==> src/rtl/mem_arb_pkg.sv <==
// Shared types for the memory port arbiter: FSM states, transaction owner, access size codes.
// Latency: none (types only).
// Backpressure: none (types only).
package mem_arb_pkg;

    typedef enum logic [1:0] {
        IDLE,
        ISSUE,
        WAIT_RESP
    } arb_state_t;

    typedef enum logic {
        OWN_FETCH,
        OWN_DATA
    } owner_t;

    localparam logic [1:0] SZ_BYTE = 2'b00;
    localparam logic [1:0] SZ_HALF = 2'b01;
    localparam logic [1:0] SZ_WORD = 2'b10;

endpackage

==> src/rtl/memory_port_arbiter_lane_align.sv <==
// Byte-lane helper: byte enables, lane-shifted store data, read right-alignment, misalignment flag.
// Latency: purely combinational.
// Backpressure: none.
module lane_align
    import mem_arb_pkg::*;
(
    input  logic [1:0]  size,
    input  logic [1:0]  addr_lo,
    input  logic        is_fetch,
    input  logic [31:0] wdata,
    output logic [3:0]  be,
    output logic [31:0] wdata_al,
    output logic        misalign,
    input  logic [1:0]  rd_addr_lo,
    input  logic [31:0] rdata,
    output logic [31:0] rdata_al
);

    // Size 2'b11 falls into the default arm and behaves exactly like a word.
    always_comb begin
        be       = 4'b1111;
        misalign = 1'b0;
        if (is_fetch) begin
            misalign = (addr_lo != 2'b00);
        end else begin
            case (size)
                SZ_BYTE: be = 4'b0001 << addr_lo;
                SZ_HALF: begin
                    be       = 4'b0011 << addr_lo;
                    misalign = addr_lo[0];
                end
                default: misalign = (addr_lo != 2'b00);
            endcase
        end
    end

    assign wdata_al = wdata << {addr_lo, 3'b000};
    assign rdata_al = rdata >> {rd_addr_lo, 3'b000};

endmodule

==> src/rtl/memory_port_arbiter.sv <==
// Shares one memory port between fetch and load/store, one transaction in flight at a time.
// Latency: gnt same cycle as request, mem_valid next cycle, rvalid/done one cycle after mem_rvalid.
// Backpressure: requests wait in IDLE until granted; ISSUE holds mem_valid stable until mem_ready.
module memory_port_arbiter
    import mem_arb_pkg::*;
#(
    parameter int ADDR_W          = 32,
    parameter int DATA_W          = 32,
    parameter int MAX_DATA_STREAK = 4,
    parameter int TIMEOUT_CYCLES  = 64
) (
    input  logic              clk,
    input  logic              reset_n,
    input  logic              if_req,
    input  logic [ADDR_W-1:0] if_addr,
    output logic              if_gnt,
    output logic              if_rvalid,
    output logic [DATA_W-1:0] if_rdata,
    output logic              if_err,
    input  logic              d_req,
    input  logic              d_we,
    input  logic [1:0]        d_size,
    input  logic [ADDR_W-1:0] d_addr,
    input  logic [DATA_W-1:0] d_wdata,
    output logic              d_gnt,
    output logic              d_done,
    output logic [DATA_W-1:0] d_rdata,
    output logic              d_err,
    output logic              mem_valid,
    input  logic              mem_ready,
    output logic              mem_we,
    output logic [ADDR_W-1:0] mem_addr,
    output logic [3:0]        mem_be,
    output logic [DATA_W-1:0] mem_wdata,
    input  logic              mem_rvalid,
    input  logic [DATA_W-1:0] mem_rdata
);

    localparam int SW = $clog2(MAX_DATA_STREAK + 1);
    localparam int TW = $clog2(TIMEOUT_CYCLES + 1);

    arb_state_t        state;
    owner_t            owner;
    logic [SW-1:0]     streak, streak_nxt;
    logic [TW-1:0]     timer;
    logic              we_q;
    logic [1:0]        lo_q;
    logic [ADDR_W-1:0] addr_q;
    logic [3:0]        be_q;
    logic [DATA_W-1:0] wdata_q, if_rdata_q, d_rdata_q;
    logic              if_rvalid_q, d_done_q, if_err_q, d_err_q;

    logic              fetch_win, data_win, misalign;
    logic [3:0]        la_be;
    logic [DATA_W-1:0] la_wdata, la_rdata;

    // Grants are combinational so a held request is never granted twice.
    assign fetch_win = reset_n && (state == IDLE) && if_req &&
                       (!d_req || (streak == SW'(MAX_DATA_STREAK)));
    assign data_win  = reset_n && (state == IDLE) && d_req && !fetch_win;

    always_comb begin
        streak_nxt = streak;
        if (fetch_win) begin
            streak_nxt = '0;
        end else if (data_win) begin
            if (!if_req)
                streak_nxt = '0;
            else if (streak != SW'(MAX_DATA_STREAK))
                streak_nxt = streak + 1'b1;
        end
    end

    lane_align u_lane_align (
        .size       (data_win ? d_size : SZ_WORD),
        .addr_lo    (data_win ? d_addr[1:0] : if_addr[1:0]),
        .is_fetch   (!data_win),
        .wdata      (d_wdata),
        .be         (la_be),
        .wdata_al   (la_wdata),
        .misalign   (misalign),
        .rd_addr_lo (lo_q),
        .rdata      (mem_rdata),
        .rdata_al   (la_rdata)
    );

    always_ff @(posedge clk or negedge reset_n) begin
        if (!reset_n) begin
            state       <= IDLE;
            owner       <= OWN_FETCH;
            streak      <= '0;
            timer       <= '0;
            we_q        <= 1'b0;
            lo_q        <= 2'b00;
            addr_q      <= '0;
            be_q        <= 4'b0000;
            wdata_q     <= '0;
            if_rdata_q  <= '0;
            d_rdata_q   <= '0;
            if_rvalid_q <= 1'b0;
            d_done_q    <= 1'b0;
            if_err_q    <= 1'b0;
            d_err_q     <= 1'b0;
        end else begin
            if_rvalid_q <= 1'b0;
            d_done_q    <= 1'b0;
            if_err_q    <= 1'b0;
            d_err_q     <= 1'b0;
            case (state)
                IDLE: begin
                    if (fetch_win || data_win) begin
                        streak <= streak_nxt;
                        // Misaligned grants are answered by the same-cycle err pulse only.
                        if (!misalign) begin
                            state   <= ISSUE;
                            owner   <= fetch_win ? OWN_FETCH : OWN_DATA;
                            we_q    <= data_win && d_we;
                            addr_q  <= data_win ? {d_addr[ADDR_W-1:2], 2'b00}
                                                : {if_addr[ADDR_W-1:2], 2'b00};
                            lo_q    <= data_win ? d_addr[1:0] : 2'b00;
                            be_q    <= la_be;
                            wdata_q <= la_wdata;
                        end
                    end
                end
                ISSUE: begin
                    if (mem_ready) begin
                        if (we_q) begin
                            d_done_q <= 1'b1;
                            state    <= IDLE;
                        end else begin
                            timer <= '0;
                            state <= WAIT_RESP;
                        end
                    end
                end
                WAIT_RESP: begin
                    if (mem_rvalid) begin
                        if (owner == OWN_FETCH) begin
                            if_rvalid_q <= 1'b1;
                            if_rdata_q  <= mem_rdata;
                        end else begin
                            d_done_q  <= 1'b1;
                            d_rdata_q <= la_rdata;
                        end
                        state <= IDLE;
                    end else if (timer == TW'(TIMEOUT_CYCLES - 1)) begin
                        if (owner == OWN_FETCH) if_err_q <= 1'b1;
                        else                    d_err_q  <= 1'b1;
                        state <= IDLE;
                    end else begin
                        timer <= timer + 1'b1;
                    end
                end
                default: state <= IDLE;
            endcase
        end
    end

    assign if_gnt    = fetch_win;
    assign d_gnt     = data_win;
    assign if_err    = if_err_q | (fetch_win & misalign);
    assign d_err     = d_err_q  | (data_win & misalign);
    assign if_rvalid = if_rvalid_q;
    assign if_rdata  = if_rdata_q;
    assign d_done    = d_done_q;
    assign d_rdata   = d_rdata_q;
    assign mem_valid = (state == ISSUE);
    assign mem_we    = we_q;
    assign mem_addr  = addr_q;
    assign mem_be    = be_q;
    assign mem_wdata = wdata_q;

endmodule

==> config.mk <==
export PLATFORM = sky130hd
export DESIGN_NAME = memory_port_arbiter
export DESIGN_NICKNAME = d
export VERILOG_FILES = /design/src/rtl/mem_arb_pkg.sv /design/src/rtl/memory_port_arbiter_lane_align.sv /design/src/rtl/memory_port_arbiter.sv
export SDC_FILE = /design/constraint.sdc
export NUM_CORES = 1
export LEC_CHECK = 0
export ABC_CLOCK_PERIOD_IN_PS = 2870
export CORE_ASPECT_RATIO = 0.5
export CORE_MARGIN = 2
export CORE_UTILIZATION = 44
export DETAILED_ROUTE_END_ITERATION = 10
export GPL_TIMING_DRIVEN = 0
export HOLD_SLACK_MARGIN = 0.12
export PLACE_DENSITY = 0.82
export SLEW_MARGIN = 10
export SYNTH_ARGS = -nofsm -noshare
export SYNTH_HDL_FRONTEND = slang
export SYNTH_SLANG_ARGS = --single-unit
==> constraint.sdc <==
create_clock -name clk -period 2.87 [get_ports clk]
set_clock_uncertainty 0.2 [all_clocks]
set_input_delay 0.4305 -clock clk [delete_from_list [all_inputs] [get_ports clk]]
set_output_delay 0.4305 -clock clk [all_outputs]
set_load 0.02 [all_outputs]
==> results of run 1 <==
## Yosys cell counts (3+ instances only)
cell type	number	area share
o21ai_0	45	0.032
nand2b_1	3	0.0026
o31ai_1	19	0.020
nor2b_1	9	0.0079
nand2_1	224	0.12
buf_2	20	0.014
mux2i_1	25	0.035
nor3_1	9	0.0063
ha_1	7	0.012
and3_1	19	0.017
clkbuf_1	25	0.013
mux2_2	9	0.014
a21o_1	4	0.0042
nor2_1	55	0.029
nand3_1	10	0.0070
a21oi_1	28	0.020
dfrtp_1	150	0.53
a31oi_1	41	0.036
a21boi_0	9	0.0095
buf_1	6	0.0032
buf_4	3	0.0032
and2_1	5	0.0044
inv_1	11	0.0058
a22o_1	8	0.0098
a211oi_1	16	0.017
o21a_1	3	0.0032
o21ai_1	3	0.0021
## power groups by stage
| stage | Clock, mW | Combinational [mW] | Sequential [mW] |
|---|---|---|---|
| detailed placement | 0 | 5.51 | 3.66 |
| CTS | 2.26 | 5.61 | 3.64 |
| finish | 2.24 | 5.63 | 3.65 |
| floorplan | 0 | 1.68 | 4.70 |
| global route | 2.36 | 6.03 | 3.76 |
| global placement | 0 | 5.37 | 3.64 |
## worst max-delay path, delay by kind of cell
family | cells | cell delay (ns)
AO/OA/AOI/OAI | 1 | 0.16
AND/OR/NAND/NOR | 2 | 0.34
buffers and inverters | 5 | 1.27
## routing by layer
| layer | global-route usage | routed length, um |
|---|---|---|
| met5 | 0 | 0 |
| met4 | 0.127 | 723 |
| met3 | 0.0597 | 1920 |
| met2 | 0.496 | 12500 |
| met1 | 0.369 | 9940 |
## registers in the layout, indices dropped and copies added, names as in the netlist
| signal | flops |
|---|---|
| timer | 7 |
| mem_addr | 30 |
| state | 2 |
| d_rdata | 32 |
| if_rdata | 32 |
| if_err_q | 1 |
| if_rvalid | 1 |
| mem_wdata | 32 |
| owner | 1 |
| d_done | 1 |
| mem_we | 1 |
| streak | 3 |
| lo_q | 2 |
| mem_be | 4 |
| d_err_q | 1 |
## repair_timing
| action | 4_1_cts | 5_1_grt |
|---|---|---|
| cloned | 1 | 0 |
| endpoints found under the setup margin | 4 | 5 |
| buffers inserted | 1 | 2 |
| resized for setup | 20 | 3 |
| endpoints found under the hold margin | 150 | 0 |
| pin swaps | 1 | 1 |
| hold buffers | 7 | 0 |
## worst max-delay path by stage
| stage | to | slack [ns] | cells past startpoint |
|---|---|---|---|
| 5_1_grt | d_err | -0.03 | 8 |
| 2_1_floorplan | d_err | 0.52 | 8 |
| 3_5_place_dp | d_err | -1.03 | 9 |
| 6_report | d_err | 0.03 | 8 |
| 3_3_place_gp | d_err | -6.05 | 8 |
| 4_1_cts | d_err | 0.0004 | 9 |
## placed cells by master (no fill, tap or decap), types with 6 or more instances in the layout
cell               n
clkdlybuf4s50_1  269
nand2_1          223
dfrtp_1          150
nor2_1            55
o21ai_0           45
a31oi_1           41
a21oi_1           28
clkbuf_1          25
mux2i_1           25
o31ai_1           19
and3_1            18
buf_2             18
clkbuf_16         17
a211oi_1          16
a21boi_0           9
nor2b_1            9
mux2_2             9
nor3_1             9
inv_1              8
nand3_1            8
a22o_1             8
buf_1              6
buf_4              6
buf_16             6
## stage by stage
stage          total power [mW]   util  TNS (ns)
3_3_place_gp               9.00  0.649  -1185.08
6_report                   11.5  0.705         0
2_1_floorplan              6.38      -         0
5_1_grt                    12.1  0.705   -0.0317
4_1_cts                    11.5  0.703         0
3_5_place_dp               9.16  0.651    -23.21
## kinds of logic after synthesis
| kind of cell | share of synthesized area |
|---|---|
| AO/OA/AOI/OAI | 0.168 |
| adder cells (fa/ha/maj) | 0.0123 |
| buffers and inverters | 0.0393 |
| flip-flops | 0.527 |
| multiplexers | 0.0528 |
| other | 0.000526 |
| AND/OR/NAND/NOR | 0.200 |
## final cells by class
class	count	area, sq um	area share
plain buffers	54	251	0.0229
clock buffers	17	425	0.0387
clock inverters	15	164	0.0149
inverters	11	43.8	0.00398
multi-input cells	575	3130	0.284
flip-flops and latches	150	3750	0.341
well taps	204	255	0.0232
repair buffers	286	2980	0.271
==> results_dict.tcl, run 1 <==
set metrics [dict create \
    syn_to_final_growth_pct 54.4 \
    critPathSlowestCell "clkdlybuf4s50_1" \
    vias_per_cell 5.62 \
    yosysUniqueCellTypes 49 \
    die_y_um 94 \
    postLayoutCellArea_sq_mm 0.0110 \
    synth_edf_count 0 \
    synthArstFlopShare 1.00 \
    p_sw_mw 4.64 \
    start_util 0.456 \
    p_clk_frac 0.195 \
    drive_above_1_share 0.0803 \
    setup_viol_count_final 0 \
    grt_pass1_wl_mm 39.0 \
    crit_fanout 10 \
    clkTransAtPathRegs_ns 0.08 \
    num_rows 32 \
    fin_hold_ws_ns 0.279 \
    crit_top_cell "buf_6" \
    cts_buffers 17 \
    p_leak_nw 4.87 \
    vias 7377 \
    ys_seq_area_frac 0.527 \
    combPwrFrac 0.489 \
    avgSynthCellArea_sq_um 9.03 \
    io_buffers 274 \
    final_max_slew_viol_count 0 \
    crit_chain "clkdlybuf4s50_1 > and3_4 > nand2_2 > buf_6 > inv_4 > buf_6 > a31o_2 > clkdlybuf4s15_2" \
    worstPathRequired_ns 2.24 \
    firstDrtPassIters 5 \
    grt_use_total 0.293 \
    maxCapViolCount 0 \
    whs_path_depth 2 \
    antenna_found_initial 0 \
    critPathKind "input port to output pin" \
    reg2reg_from "streak[0]" \
    synth_seq_cells 150 \
    cp.arrival_ns 2.21 \
    startpoint_type "input port" \
    max-slew-margin-rel 0.533 \
    pwr-share-seq 0.317 \
    grt-ovfl-total 0 \
    htree_levels 4 \
    core_area_sq_mm 0.0156 \
    critPathLaunch "d_req" \
    clkLatencyLatePin_ns 0.41 \
    stdcell_count 1312 \
    dp_slack_ns -1.03 \
    n_antenna_cell 0 \
    ys.flop_type "dfrtp_1" \
    clockBufferDepth 2 \
    clock-root-buffer "clkbuf_16" \
    status "completed" \
    hold_path_class "register to register" \
    place_inst 1269 \
    tritoncts "yes" \
    r2r_setup_slack_ns 0.16 \
    powerDensity_mw_per_mm2 1050 \
    swShare 0.403 \
    grt_max_degree 64 \
    hold_start "if_rdata[30]" \
    nets 1239 \
    max_freq_ghz 0.352 \
    dp_hpwl_mm 18.0 \
    drc_errors 0 \
    worstReg2RegEnd "mem_wdata[24]" \
    drtIter0Drc 484 \
    max_stage_delay_ns 0.62 \
    min_period_ns 2.84 \
    finalHoldViolations 0 \
    worst_pin_slew_ns 0.700 \
    min_to "if_rdata[30]" \
    wl_mm 25.0 \
    intPower_mw 6.89 \
    cts_sinks 150 \
    gp_congestion 0.900 \
    synth.cell_area_sq_mm 0.00713 \
    end_kind "output pin" \
    fin_crit_sh 0.989 \
    synthCells 789 \
    worst_slack_ns 0.0316 \
    post_dp_cell_area_sq_mm 0.0102 \
    ir_worst_vdd_uv 548 \
    wire_per_inst_um 19.1 \
    reg2regPathDepth 10 \
    ant_nets 0 \
    nFillCells 1157 \
    dieArea_sq_mm 0.0173 \
    die_w_um 184 \
    synth_warnings 0 \
    io_pins 277 \
    grt_pass1_vias 7450 \
]
Power figures use the tool's default switching activity.
==> inputs of run 2 (changes only) <==
Settings changed: CORE_MARGIN 2 to 5, MAX_ROUTING_LAYER set to met4.
==> run 2 against run 1 <==
Effect of this change:
- die area rose by 9.9%
- routed wire length rose by 3.4%
- worst setup slack better by 0.088 ns
- utilization decreased by 0.69 points
- combinational power about the same
- final area shrank 0.73%
- sequential cell count is the same
- total power barely moved
- clock power about the same
- highest routed layer unchanged
==> results_dict.tcl, run 2 (synthesis gave the netlist of run 1 again) <==
set metrics [dict create \
    fin_crit_sh 0.958 \
    dieArea_sq_mm 0.0190 \
    wire_per_inst_um 19.5 \
    gp_congestion 0.898 \
    worst_slack_ns 0.119 \
    core_area_sq_mm 0.0157 \
    grt_use_met1 0.332 \
    grt_pass1_wl_mm 40.2 \
    place_inst 1286 \
    dp_slack_ns -0.872 \
    firstDrtPassIters 5 \
    finalHoldViolations 0 \
    drc_errors 0 \
    max_freq_ghz 0.364 \
    maxCapViolCount 0 \
    crit_cells 7 \
    max_stage_delay_ns 0.40 \
    power_mw 11.5 \
    htree_levels 4 \
    worstPathRequired_ns 2.24 \
    status "completed" \
    final_max_slew_viol_count 0 \
    critPathCapture "if_err" \
    tritoncts "yes" \
    post_dp_cell_area_sq_mm 0.0102 \
    grt-ovfl-total 0 \
    path_buf_inv 2 \
    clkTransAtPathRegs_ns 0.07 \
    worst_path_dominant_cell_family "compound AO/OA/AOI/OAI gates" \
    antenna_found_initial 0 \
    drtIter0Drc 550 \
    dp_hpwl_mm 18.9 \
    cp.arrival_ns 2.12 \
    grt_use_total 0.275 \
    reg2reg_from "streak[1]" \
    cts_sinks 150 \
    min_period_ns 2.75 \
    p_leak_nw 4.83 \
    grt_max_degree 53 \
    ir_worst_vdd_uv 560 \
    io_buffers 274 \
    num_rows 32 \
    die_w_um 190 \
    critPathLaunch "state[1]" \
    drive_above_1_share 0.0770 \
    worstReg2RegEnd "mem_wdata[26]" \
    rsz0062_at_grt "no" \
    powerDensity_mw_per_mm2 1050 \
    final_common_cell "clkdlybuf4s50_1" \
    max-slew-margin-rel 0.520 \
    vias_per_cell 5.50 \
    critPathSlowestCell "dfrtp_1" \
    cts_buffers 17 \
    setup_viol_count_final 0 \
    vias 7285 \
    n_antenna_cell 0 \
    start_util 0.455 \
    r2r_setup_slack_ns 0.14 \
    syn_to_final_growth_pct 53.3 \
    reg2regPathDepth 10 \
    postLayoutCellArea_sq_mm 0.0109 \
    die_y_um 100 \
    nets 1235 \
    clkLatencyLatePin_ns 0.42 \
    ant_nets 0 \
    io_pins 277 \
    wl_mm 25.9 \
    worst_pin_slew_ns 0.720 \
    hold_path_class "register to register" \
    grtUsageMet3 0.0528 \
    end_kind "output pin" \
    crit_chain "inv_2 > ha_4 > nand3_1 > a211oi_4 > nor2_1 > a21o_1 > dlygate4sd2_1" \
    startpoint_type "register" \
    stdcell_count 1325 \
    crit_fanout 4 \
    grt_pass1_vias 7417 \
    clock-root-buffer "clkbuf_16" \
    critPathKind "register to output pin" \
    top_usage_layer "met2" \
    final_cell_mix "clkdlybuf4s50_1, nand2_1, dfrtp_1, nor2_1, o21ai_0" \
    met2_usage 0.462 \
    clockBufferDepth 2 \
]
[run 2: timing repair]
item	CTS	global route
gates resized for setup	18	4
setup buffers	1	1
pin swaps	1	0
hold buffers	4	0
endpoints found under the setup margin	4	5
cloned	1	0
endpoints found under the hold margin	98	0
[run 2: final cells by class]
class,instances,area [sq um]
clock inverters,15,159
fillers,1167,4730
clock buffers,17,425
well taps,221,277
plain buffers,54,251
flip-flops and latches,150,3750
inverters,11,41.3
repair buffers,282,2900
multi-input cells,575,3120
[run 2: how the worst min path moves through the flow]
stage                     cells past startpoint             to         start
after floorplan                               0         d_done       reset_n
after global placement                        2   if_rdata[14]  if_rdata[14]
after detailed placement                      1  mem_wdata[28]       reset_n
after CTS                                     2    if_rdata[2]   if_rdata[2]
after global routing                          2   if_rdata[29]  if_rdata[29]
final                                         2    if_rdata[2]   if_rdata[2]
[run 2: metal layers]
metal	wire length, um	part of all wire
met4	913	0.035
met2	12900	0.50
met1	10400	0.40
met5	0	0
met3	1650	0.064
[run 2: metrics by stage]
| step | setup TNS (ns) | util | hold WS, ns |
|---|---|---|---|
| 6_report | 0 | 0.698 | 0.273 |
| 5_1_grt | 0 | 0.698 | 0.297 |
| 4_1_cts | 0 | 0.696 | 0.279 |
| 3_5_place_dp | -17.87 | 0.650 | 0.167 |
| 3_3_place_gp | -1206.15 | 0.648 | 0.262 |
| 2_1_floorplan | 0 | - | -0.0651 |
[run 2: tightest hold or removal path, delay by kind of cell (launching register included)]
family	cells	cell delay (ns)
flip-flops	1	0.34
AND/OR/NAND/NOR	2	0.11
[run 2: power breakdown]
| part | leakage [nW] | internal (mW) | switching (mW) | total [mW] |
|---|---|---|---|---|
| clock network | 0.280 | 1.16 | 1.07 | 2.23 |
| registers | 1.86 | 3.07 | 0.595 | 3.67 |
| logic | 2.69 | 2.56 | 3.06 | 5.62 |
==> inputs of run 3 (changes only) <==
Settings changed: ABC_CLOCK_PERIOD_IN_PS 2870 to 2700, CORE_ASPECT_RATIO 0.5 to not set, GPL_TIMING_DRIVEN 0 to not set.
Clock period 2.87 ns to 2.7 ns, I/O delays scaled along.
==> run 3 against run 2 <==
Effect of this change:
- combinational power increased by 5.2%
- non-clock buffer count shrank 15
- critical path depth is 1 lower
- final area is essentially flat
- first-iteration DRC count is 10% lower
- utilization shrank 0.99 points
- worst setup slack gained 0.058 ns
- global-route usage shrank 2.0 points
- routed wire length shrank 11%
- sequential cell count stayed put
- critical path type unchanged
- largest power group unchanged
==> results_dict.tcl, run 3 (synthesis gave the netlist of run 1 again) <==
set metrics [dict create \
    io_pins 277 \
    reg2regPathDepth 10 \
    hold_start "if_rdata[6]" \
    place_inst 1270 \
    min_period_ns 2.52 \
    die_y_um 137 \
    gp_congestion 0.965 \
    start_util 0.449 \
    nFillCells 1229 \
    crit_fanout 5 \
    stdcell_count 1305 \
    grt_use_total 0.254 \
    cp.arrival_ns 1.92 \
    swShare 0.395 \
    ant_nets 0 \
    htree_levels 4 \
    dp_hpwl_mm 17.2 \
    startpoint_type "register" \
    crit_chain "inv_1 > ha_4 > and2_1 > nand2_1 > a21oi_1 > dlygate4sd2_1" \
    core_area_sq_mm 0.0159 \
    dieArea_sq_mm 0.0188 \
    fin_crit_sh 0.934 \
    path_buf_inv 2 \
    vias 6931 \
    ir_worst_vdd_uv 608 \
    met2_usage 0.416 \
    tritoncts "yes" \
    final_common_cell "clkdlybuf4s50_1" \
    vias_per_cell 5.31 \
    rsz0062_at_grt "no" \
    status "completed" \
    critPathSlowestCell "dfrtp_1" \
    grt_pass1_vias 7116 \
    seqCellArea_sq_mm 0.00375 \
    combPwrFrac 0.487 \
    multiInputGateArea_sq_mm 0.00313 \
    worst_pin_slew_ns 0.893 \
    reg2reg_from "state[0]" \
    syn_to_final_growth_pct 53.3 \
    critPathKind "register to output pin" \
    power_mw 12.1 \
    whs_path_depth 2 \
    worstReg2RegEnd "mem_wdata[19]" \
    worst_path_dominant_cell_family "buffers and inverters" \
    wire_per_inst_um 17.7 \
    max_freq_ghz 0.396 \
    top_usage_layer "met2" \
    p_sw_mw 4.79 \
    clkTransAtPathRegs_ns 0.06 \
    num_rows 46 \
    pwr-share-seq 0.322 \
    drive_above_1_share 0.0927 \
    drtIter0Drc 494 \
    clock-root-buffer "clkbuf_16" \
    post_dp_cell_area_sq_mm 0.0103 \
    grt-ovfl-total 0 \
    setup_tns_ns 0 \
    end_kind "output pin" \
    final_max_slew_viol_count 0 \
    grt_max_degree 71 \
    wl_mm 23.2 \
    finalHoldViolations 0 \
    p_clk_frac 0.191 \
    n_antenna_cell 0 \
    die_w_um 137 \
    clockBufferDepth 2 \
    drc_errors 0 \
    cts_sinks 150 \
    hold_path_class "register to register" \
    postLayoutCellArea_sq_mm 0.0109 \
    intPower_mw 7.33 \
    worstPathRequired_ns 2.10 \
    grt_pass1_wl_mm 36.3 \
    dp_slack_ns -0.0294 \
    io_buffers 274 \
    grt_use_met1 0.305 \
    r2r_setup_slack_ns 0.28 \
    setup_viol_count_final 0 \
    firstDrtPassIters 5 \
    p_leak_nw 4.86 \
    cts_buffers 17 \
    clkLatencyLatePin_ns 0.41 \
    powerDensity_mw_per_mm2 1110 \
    final_cell_mix "clkdlybuf4s50_1, nand2_1, dfrtp_1, nor2_1, o21ai_0" \
    antenna_found_initial 0 \
    nets 1220 \
    max_stage_delay_ns 0.39 \
    max-slew-margin-rel 0.405 \
    grtUsageMet3 0.0730 \
    maxCapViolCount 0 \
    min_to "if_rdata[6]" \
    worst_slack_ns 0.177 \
]
run 3: cell types whose count changed in the layout (fill, tap and decap cells not counted), moves of 5 or more:
cell / previous run / this run
buf_1: 6 / 0
buf_12: 1 / 6
buf_2: 19 / 1
buf_4: 5 / 40
clkbuf_1: 25 / 0
run 3: timing repair:
action / in CTS / in global routing
endpoints found under the hold margin: 80 / 0
hold buffers: 1 / 0
setup buffers: 0 / 2
endpoints found under the setup margin: 4 / 3
resized for setup: 6 / 7
run 3: area by class of cell:
class	count	share of cell area
Tap cell	216	0.0247
Multi-Input combinational cell	575	0.287
Inverter	11	0.00378
Clock inverter	15	0.0132
Timing Repair Buffer	321	0.289
Sequential cell	150	0.343
Clock buffer	17	0.0389
run 3: worst max-delay path by stage:
stage,end,from,cells after the start
finish,if_gnt,state[0],6
global placement,if_err,d_size[1],6
global route,if_gnt,state[1],6
detailed placement,if_err,d_size[1],6
CTS,d_err,state[1],7
floorplan,d_err,state[0],8
run 3: power groups by stage:
stage | Combinational, mW | Clock [mW] | Sequential [mW]
5_1_grt | 6.37 | 2.45 | 4.03
2_1_floorplan | 1.79 | 0 | 5.00
3_3_place_gp | 5.78 | 0 | 3.89
4_1_cts | 5.92 | 2.35 | 3.91
3_5_place_dp | 5.90 | 0 | 3.92
6_report | 5.91 | 2.32 | 3.90
run 3: layer usage:
metal | vias to the layer above | routed length, um
met4 | 0 | 541
met3 | 42 | 2280
li1 | 3296 | -
met1 | 3263 | 9020
met5 | - | 0
met2 | 330 | 11300
run 3: metrics by stage:
| step | utilization | hold slack, ns |
|---|---|---|
| after global routing | 0.688 | 0.292 |
| final | 0.688 | 0.277 |
| after detailed placement | 0.650 | 0.263 |
| after global placement | 0.650 | 0.256 |
| after floorplan | - | -0.0906 |
| after CTS | 0.687 | 0.278 |
run 3: tightest hold or removal path, stage by stage (launching register included):
cell and delay [ns]:
dfrtp_1 0.34, nand2_1 0.05, nand2_1 0.06
